File: src/rtl/pio_in_pkg.sv
// -----------------------------------------------------------------------------
// pio_in_pkg
// Shared constants for the debounced Avalon-MM input port:
//   - word offsets of the register map
//   - address width of the slave port
//   - default values for the debounce prescaler and threshold parameters
// -----------------------------------------------------------------------------
package pio_in_pkg;

    localparam int ADDR_W = 3;

    localparam logic [ADDR_W-1:0] ADDR_DATA     = 3'd0;
    localparam logic [ADDR_W-1:0] ADDR_RAW      = 3'd1;
    localparam logic [ADDR_W-1:0] ADDR_IRQ_MASK = 3'd2;
    localparam logic [ADDR_W-1:0] ADDR_EDGE_CAP = 3'd3;
    localparam logic [ADDR_W-1:0] ADDR_RISE_EN  = 3'd4;
    localparam logic [ADDR_W-1:0] ADDR_FALL_EN  = 3'd5;
    localparam logic [ADDR_W-1:0] ADDR_THRESH   = 3'd6;

    // 1 ms debounce tick at 50 MHz, ten ticks of stability by default.
    localparam int DEF_DB_PRESCALE   = 50000;
    localparam int DEF_DB_THRESH_RST = 10;

endpackage : pio_in_pkg

File: src/rtl/pio_in_db_cell.sv
// -----------------------------------------------------------------------------
// pio_in_db_cell
// One input channel: synchroniser chain, stable value S and debounce counter.
// Build option: PIO_IN_DEBOUNCE_EN. When undefined, S is the synchroniser
// output directly and tick_i/thresh_i/armed_i are not used.
//
// Ports
//   clk       in   system clock
//   reset     in   synchronous active-high reset
//   in_i      in   asynchronous pin input
//   tick_i    in   one-cycle debounce tick from the shared prescaler
//   thresh_i  in   required number of stable ticks (0 = bypass)
//   armed_i   in   low during the post-reset settling window
//   raw_o     out  synchroniser output
//   s_o       out  debounced stable value
// -----------------------------------------------------------------------------
module pio_in_db_cell #(
    parameter int SYNC_STAGES = 2,
    parameter int DB_CNT_W    = 4
) (
    input  logic                clk,
    input  logic                reset,
    input  logic                in_i,
    input  logic                tick_i,
    input  logic [DB_CNT_W-1:0] thresh_i,
    input  logic                armed_i,
    output logic                raw_o,
    output logic                s_o
);

    logic [SYNC_STAGES-1:0] sync_q;

    // NOTE: sequential state is updated with <= so every flop samples the
    // pre-edge values, regardless of statement order.
    always_ff @(posedge clk) begin
        if (reset) begin
            sync_q <= '0;
        end else begin
            sync_q <= {sync_q[SYNC_STAGES-2:0], in_i};
        end
    end

    assign raw_o = sync_q[SYNC_STAGES-1];

`ifdef PIO_IN_DEBOUNCE_EN
    logic                s_q, s_d;
    logic [DB_CNT_W-1:0] cnt_q, cnt_d;
    logic [DB_CNT_W:0]   cnt_inc;

    always_comb begin
        // NOTE: every output of this block gets a default first, so no path
        // leaves a variable unassigned and no latch is inferred.
        s_d     = s_q;
        cnt_d   = cnt_q;
        cnt_inc = {1'b0, cnt_q} + 1'b1;
        if (!armed_i) begin
            // Settling window: track the input so the armed state starts equal.
            s_d   = raw_o;
            cnt_d = '0;
        end else if (raw_o == s_q) begin
            cnt_d = '0;
        end else if (thresh_i == '0) begin
            s_d   = raw_o;
            cnt_d = '0;
        end else if (tick_i) begin
            if (cnt_inc >= {1'b0, thresh_i}) begin
                s_d   = raw_o;
                cnt_d = '0;
            end else if (cnt_q != '1) begin
                cnt_d = cnt_inc[DB_CNT_W-1:0];
            end
        end
    end

    always_ff @(posedge clk) begin
        if (reset) begin
            s_q   <= 1'b0;
            cnt_q <= '0;
        end else begin
            s_q   <= s_d;
            cnt_q <= cnt_d;
        end
    end

    assign s_o = s_q;
`else
    logic unused_db;
    assign unused_db = ^{tick_i, thresh_i, armed_i};
    assign s_o       = raw_o;
`endif

endmodule : pio_in_db_cell

File: src/rtl/pio_in_debounce.sv
// -----------------------------------------------------------------------------
// pio_in_debounce
// Avalon-MM input port for board switches/keys: per-channel synchroniser and
// debounce filter, per-bit rise/fall edge capture (write-1-to-clear) and a
// level interrupt. Build option: PIO_IN_DEBOUNCE_EN enables the prescaler,
// debounce counters and THRESH register; without it S follows RAW and THRESH
// reads 0.
//
// Ports
//   clk         in   system clock
//   reset       in   synchronous active-high reset
//   address     in   word address
//   chipselect  in   slave select
//   write_n     in   active-low write strobe
//   writedata   in   write data
//   readdata    out  registered read data (1-cycle latency, chipselect-free)
//   in_port     in   asynchronous switch inputs
//   irq         out  level interrupt, |(EDGE_CAP & IRQ_MASK)
// -----------------------------------------------------------------------------
module pio_in_debounce
    import pio_in_pkg::*;
#(
    parameter int WIDTH         = 3,
    parameter int SYNC_STAGES   = 2,
    parameter int DB_CNT_W      = 4,
    parameter int DB_PRESCALE   = DEF_DB_PRESCALE,
    parameter int DB_THRESH_RST = DEF_DB_THRESH_RST
) (
    input  logic              clk,
    input  logic              reset,
    input  logic [ADDR_W-1:0] address,
    input  logic              chipselect,
    input  logic              write_n,
    input  logic [31:0]       writedata,
    output logic [31:0]       readdata,
    input  logic [WIDTH-1:0]  in_port,
    output logic              irq
);

    localparam int ARM_CNT = SYNC_STAGES + 1;
    localparam int ARM_W   = $clog2(ARM_CNT + 1);

    logic [ARM_W-1:0]    arm_q;
    logic                armed;
    logic                wr_en;
    logic                tick;
    logic [DB_CNT_W-1:0] thresh;
    logic [31:0]         thresh_rd;

    logic [WIDTH-1:0] raw, s;
    logic [WIDTH-1:0] rise, fall, edge_set, edge_clr;
    logic [WIDTH-1:0] irq_mask_q, irq_mask_d;
    logic [WIDTH-1:0] rise_en_q, rise_en_d;
    logic [WIDTH-1:0] fall_en_q, fall_en_d;
    logic [WIDTH-1:0] edge_cap_q, edge_cap_d;
    logic [WIDTH-1:0] s_prev_q, s_prev_d;
    logic [31:0]      readdata_q, readdata_d;

    assign wr_en = chipselect & ~write_n;
    assign armed = (arm_q == ARM_W'(ARM_CNT));

    // Arming window: long enough for the synchronisers to fill and S to load.
    always_ff @(posedge clk) begin
        if (reset) begin
            arm_q <= '0;
        end else if (!armed) begin
            arm_q <= arm_q + 1'b1;
        end
    end

`ifdef PIO_IN_DEBOUNCE_EN
    localparam int PRE_W = (DB_PRESCALE > 1) ? $clog2(DB_PRESCALE) : 1;

    logic [PRE_W-1:0]    presc_q;
    logic [DB_CNT_W-1:0] thresh_q;
    logic                unused_wd;

    assign tick      = (presc_q == PRE_W'(DB_PRESCALE - 1));
    assign thresh    = thresh_q;
    assign thresh_rd = 32'(thresh_q);
    assign unused_wd = ^writedata;

    always_ff @(posedge clk) begin
        if (reset) begin
            presc_q  <= '0;
            thresh_q <= DB_CNT_W'(DB_THRESH_RST);
        end else begin
            presc_q <= tick ? '0 : presc_q + 1'b1;
            if (wr_en && address == ADDR_THRESH) begin
                thresh_q <= writedata[DB_CNT_W-1:0];
            end
        end
    end
`else
    logic unused_cfg;

    assign tick       = 1'b0;
    assign thresh     = '0;
    assign thresh_rd  = '0;
    assign unused_cfg = ^writedata ^ (DB_PRESCALE == 0) ^ (DB_THRESH_RST == 0);
`endif

    for (genvar i = 0; i < WIDTH; i++) begin : g_cell
        pio_in_db_cell #(
            .SYNC_STAGES (SYNC_STAGES),
            .DB_CNT_W    (DB_CNT_W)
        ) u_cell (
            .clk      (clk),
            .reset    (reset),
            .in_i     (in_port[i]),
            .tick_i   (tick),
            .thresh_i (thresh),
            .armed_i  (armed),
            .raw_o    (raw[i]),
            .s_o      (s[i])
        );
    end

    // While unarmed the previous-S register also tracks RAW, so the first
    // armed comparison sees S == S_d even for inputs held active at reset.
    assign s_prev_d = armed ? s : raw;
    assign rise     = s & ~s_prev_q & rise_en_q;
    assign fall     = ~s & s_prev_q & fall_en_q;
    assign edge_set = armed ? (rise | fall) : '0;
    assign edge_clr = (wr_en && address == ADDR_EDGE_CAP) ? writedata[WIDTH-1:0] : '0;
    // Set is OR-ed after the clear so a new edge wins over a same-cycle clear.
    assign edge_cap_d = (edge_cap_q & ~edge_clr) | edge_set;

    always_comb begin
        irq_mask_d = irq_mask_q;
        rise_en_d  = rise_en_q;
        fall_en_d  = fall_en_q;
        if (wr_en) begin
            case (address)
                ADDR_IRQ_MASK: irq_mask_d = writedata[WIDTH-1:0];
                ADDR_RISE_EN:  rise_en_d  = writedata[WIDTH-1:0];
                ADDR_FALL_EN:  fall_en_d  = writedata[WIDTH-1:0];
                default:       ;
            endcase
        end
    end

    always_comb begin
        readdata_d = '0;
        case (address)
            ADDR_DATA:     readdata_d = 32'(s);
            ADDR_RAW:      readdata_d = 32'(raw);
            ADDR_IRQ_MASK: readdata_d = 32'(irq_mask_q);
            ADDR_EDGE_CAP: readdata_d = 32'(edge_cap_q);
            ADDR_RISE_EN:  readdata_d = 32'(rise_en_q);
            ADDR_FALL_EN:  readdata_d = 32'(fall_en_q);
            ADDR_THRESH:   readdata_d = thresh_rd;
            default:       readdata_d = '0;
        endcase
    end

    always_ff @(posedge clk) begin
        if (reset) begin
            irq_mask_q <= '0;
            rise_en_q  <= '1;
            fall_en_q  <= '0;
            edge_cap_q <= '0;
            s_prev_q   <= '0;
            readdata_q <= '0;
        end else begin
            irq_mask_q <= irq_mask_d;
            rise_en_q  <= rise_en_d;
            fall_en_q  <= fall_en_d;
            edge_cap_q <= edge_cap_d;
            s_prev_q   <= s_prev_d;
            readdata_q <= readdata_d;
        end
    end

    assign readdata = readdata_q;
    assign irq      = |(edge_cap_q & irq_mask_q);

endmodule : pio_in_debounce

File: config.mk
export PLATFORM = sky130hd
export DESIGN_NAME = pio_in_debounce
export DESIGN_NICKNAME = d
export VERILOG_FILES = /design/src/rtl/pio_in_pkg.sv /design/src/rtl/pio_in_db_cell.sv /design/src/rtl/pio_in_debounce.sv
export SDC_FILE = /design/constraint.sdc
export NUM_CORES = 1
export LEC_CHECK = 0
export ABC_CLOCK_PERIOD_IN_PS = 1900
export CAP_MARGIN = 20
export CORE_ASPECT_RATIO = 1.5
export CORE_MARGIN = 4
export CORE_UTILIZATION = 35
export CTS_CLUSTER_SIZE = 14
export DETAILED_ROUTE_END_ITERATION = 6
export PLACE_DENSITY_LB_ADDON = 0.3
export SETUP_SLACK_MARGIN = 0.3
export SLEW_MARGIN = 25
export SYNTH_ARGS = -nofsm -noshare
export SYNTH_HDL_FRONTEND = slang
export SYNTH_SLANG_ARGS = --single-unit
File: constraint.sdc
create_clock -name clk -period 1.9 [get_ports clk]
set_input_delay 0.19 -clock clk [delete_from_list [all_inputs] [get_ports clk]]
set_output_delay 0.19 -clock clk [all_outputs]
set_load 0.05 [all_outputs]
# [Yosys cells after proc, flatten, opt, wreduce, memory -nomap -nowiden]
# Index checks and enable logic that the tools add are counted.
[op_classes] n_addsub=1 eq_ne=6 mux=3 bitwise_logic=13 reduce_logical=7
[op_table] operator="$and 3x3->3" count=6
[op_table] operator="$pmux 3 s5" count=1
[op_table] operator="$not 3->3" count=3
[op_table] operator="$eq 3x2->1 const B" count=2
[op_table] operator="$eq 3x3->1 const B" count=2
[op_table] operator="$mux 3" count=2
[op_table] operator="$or 3x3->3" count=2
[op_table] operator="$reduce_and 2->1" count=3
[op_table] operator="$eq 3x1->1 const B" count=1
[op_table] operator="$logic_not 3->1" count=1
[op_table] operator="$reduce_or 3->1" count=1
[op_table] operator="$add 2x1->2 const B" count=1
[op_table] operator="$eq 2x2->1 const B" count=1
[op_table] operator="$reduce_or 2->1" count=1
[op_table] operator="$and 1x1->1" count=1
[op_table] operator="$logic_and 1x1->1" count=1
[op_table] operator="$not 1->1" count=1
[totals] ff_bits=55 wordCells=40

# [Depth between registers and ports, before layout]
[logic_depth] depth_word=7 ltp_mapped=5 depth_no_buf=3

# [Cells and area by module]
# From an unflattened synthesis, not the netlist that was laid out.
[hier_totals] cells_unflattened=153 hier_area_um2=1392.6
[modules_own_cells] mod="pio_in_debounce" n_inst=1 cells_each=138 area_each_um2=1212.4
[modules_own_cells] mod="pio_in_db_cell" n_inst=3 cells_each=5 area_each_um2=60.1

# [Least setup slack after synthesis]
# OpenSTA, ideal clock, no wires.
[synth_path] path_kind="in2reg" from="input address[0]" to="register irq_mask_q[0]" setup_ns=0.119 arrival_ns=1.294 t_required_ns=1.781 path_slack_ns=0.487 path_stages=5 cell_sequence="buf_6 > or3b_1 > or3b_1 > buf_2 > mux2i_1"
[synth_between] elab_chain_len=2
[synth_lines] element="from (decl)" line="pio_in_debounce.sv:31" source="input logic [ADDR_W-1:0] address,"
[synth_lines] element="$eq 3x2->1" line="pio_in_debounce.sv:134" source="case (address)"
[synth_lines] element="$reduce_and 2->1 (no source line)"
[synth_lines] element="to (signal assigned)" line="pio_in_debounce.sv:166" source="irq_mask_q <= irq_mask_d;"
[synth_lines] element="to (decl)" line="pio_in_debounce.sv:52" source="logic [WIDTH-1:0] irq_mask_q, irq_mask_d;"
# No other way between the ends.
# A chain may end at the register's enable or synchronous reset.

# [Final worst setup path]
[layout_path] from="register readdata_q[2], in the netlist readdata[2]" to="output readdata[2]"
[layout_lines] element="from (decl)" line="pio_in_debounce.sv:57" source="logic [31:0] readdata_q, readdata_d;"
[layout_lines] element="from (signal assigned)" line="pio_in_debounce.sv:171" source="readdata_q <= readdata_d;"
[layout_lines] element="to (decl)" line="pio_in_debounce.sv:35" source="output logic [31:0] readdata,"
# No word-level cell between the ends.

==> out/qor.txt <==
CTS Buf Count -> 3
largest net degree at the start of global routing -> 15
Netlist Area Pre-Place -> 0.00134 mm^2
top-count cell post-synth -> buf_4
top_reg_cell synth -> dfxtp_1
Die Span Y -> 83.7 um
final setup fails -> 0
CTS tree -> done
die area -> 0.00489 mm^2
Worst slew margin -> 66.2%
reg-to-reg critical path startpoint -> arm_q[0]
crit path DAT -> 1.37 ns
vias in the first global route -> 862
Clock Latency Late Sink -> 0.26 ns
HP Start -> g_cell[1].u_cell.sync_q[0]
total number of vias -> 915
ant diodes -> 0
Util after Layout -> 40.9%
DRC errors left -> 0
CP endpoint kind -> output port
setup ws final -> 0.342 ns
I/O pins -> 75
Worst Setup SP -> readdata[2]
Clock Sinks -> 26
via/cell ratio -> 4.42
Seq/Total Area, Yosys -> 39.0%
Pwr per Cell Area -> 788 mW/mm^2
Max clock buf depth -> 2
part of the cycle the worst path needs -> 82.0%
placed inst area -> 0.00145 mm^2
max_cap viols -> 0
hold_ws -> 0.446 ns
pre-CTS WS -> 0.0932 ns
Root Buffer Master -> clkbuf_8
critical path class -> reg2out
dominant cell type by area after synthesis -> dfxtp_1
Synth area leaders -> dfxtp_1 (39%), buf_4 (16%), mux2i_1 (9.7%), nor2b_1 (5.6%), o21ai_0 (5.6%)
placer's final routability congestion estimate -> 0.851
Avg WL per Cell -> 11.7 um
hpwl dp -> 2010 um
peak supply drop -> 0.000561 V
Hold Vio Cnt, Final -> 0
Syn Area/Cell -> 9.22 um^2
status -> finished, final reports clean
Post-Layout Cell Count -> 207
final WL -> 2430 um
Worst path slowest cell -> clkdlybuf4s50_1
Final ANT Viol Nets -> 0
max-slew violations -> 0
aggregate global routing overflow -> 0
Setup TNS -> 0 ns
num rows -> 27
Synth Warn # -> 0
Async SR Flop Fraction -> 0%
Startpoint Class -> flip-flop
placed cells -> 203
crit path time final -> 1.56 ns
initial drt markers -> 20
synth cell count leaders -> buf_4 (29), dfxtp_1 (26), o21ai_0 (15), mux2i_1 (13), nor2b_1 (12)
critical-path cell list -> clkdlybuf4s50_1
area of the core -> 0.00368 mm^2
worst path bufs/invs -> 1
Die Width -> 58.5 um
kind of path behind the tightest hold check -> reg2reg
Syn-to-layout area delta -> 12.7%
Max Fclk -> 0.642 GHz
CP top delay family -> buffers and inverters
fin nets -> 208
skew final -> 0.00305 ns
starting density of the core -> 36.3%
post-synth cell types -> 22
static leakage power -> 0.684 nW
# hold bufs at CTS -> 0
DRT Pass-1 Iters -> 4
CTS HTree Levels -> 1
slew of the pin with the lowest slew margin -> 0.505 ns
area share of the largest cell type after synthesis -> 39.0%
GRT Resource Usage Total -> 10.1%
initial antenna violation count -> 0
RSZ-0062 raised after global routing -> false
cells after synthesis -> 145
clock slew at reported path FFs -> 0.08 ns
Post-synth EDFFs -> 0
fin area -> 0.00151 mm^2
Yosys reg bits -> 26
Power Total -> 1.19 mW
Worst path max stage delay -> 0.79 ns
layout cells sized above 1 -> 7.32%
global-route wire length before repair -> 3930 um
# fillers -> 397
crit-path max FO -> 1
CP required -> 1.71 ns
PortBufs -> 16
-- registers in the layout, indices dropped and copies added, names as in the netlist --
| name | cells |
|---|---|
| fall_en_q | 3 |
| g_cell.u_cell.sync_q | 6 |
| edge_cap_q | 3 |
| arm_q | 2 |
| rise_en_q | 3 |
| irq_mask_q | 3 |
| s_prev_q | 3 |
| readdata | 3 |
-- placed cells by master, fill, tap and decap left out, types with 4 or more instances in the layout --
cell type and instances:
conb_1 29, buf_4 6, nand2b_1 7, nor2b_1 12, o21ai_0 15, mux2i_1 13, dfxtp_1 26, nand3b_1 4
clkdlybuf4s50_1 13, nor2_1 10, clkbuf_8 4, and3b_1 6
-- worst paths after layout --
| path | endpoint | slack, ns | depth (start not counted) |
|---|---|---|---|
| worst max-delay path | readdata[2] | 0.34 | 1 |
| worst min register to register | g_cell[1].u_cell.sync_q[1] | 0.45 | 1 |
| worst min-delay path | g_cell[1].u_cell.sync_q[1] | 0.45 | 1 |
| worst max register to register | arm_q[1] | 0.89 | 3 |
-- logic make-up after synthesis --
group                    Yosys count  share of synthesized area (%)
other                              1                          0.281
flip-flops                        26                           39.0
AND/OR/NAND/NOR                   45                           21.1
AO/OA/AOI/OAI                     22                           9.46
adder cells (fa/ha/maj)            1                          0.936
XOR/XNOR                           1                          0.656
buffers and inverters             36                           18.9
multiplexers                      13                           9.74
-- timing repair --
| action | in CTS | in global routing |
|---|---|---|
| setup endpoints to repair | 1 | 3 |
| cloned | 0 | 0 |
| buffers inserted | 0 | 0 |
| resized for setup | 1 | 4 |
-- layer usage --
layer / up-vias / wire length, um / global-route usage [%]
li1: 468 / - / -
met1: 419 / 896 / 10.2
met2: 21 / 1390 / 18.7
met3: 7 / 96 / 1.55
met4: 0 / 46 / 5.70
met5: - / 0 / 0
-- layout make-up --
cell class                      count  area (um^2)  area share, %
Multi-Input combinational cell    111          668           44.4
Sequential cell                    26          520           34.6
Timing Repair Buffer               22          205           13.6
Clock buffer                        4         55.1           3.65
Tap cell                           43         53.8           3.57
Inverter                            1         3.75          0.249
-- power breakdown --
group          switching [mW]  internal [mW]
Sequential             0.0118          0.569
Combinational           0.193         0.0713
Clock                   0.157          0.185
No activity file was read; power rests on OpenSTA's default activity.
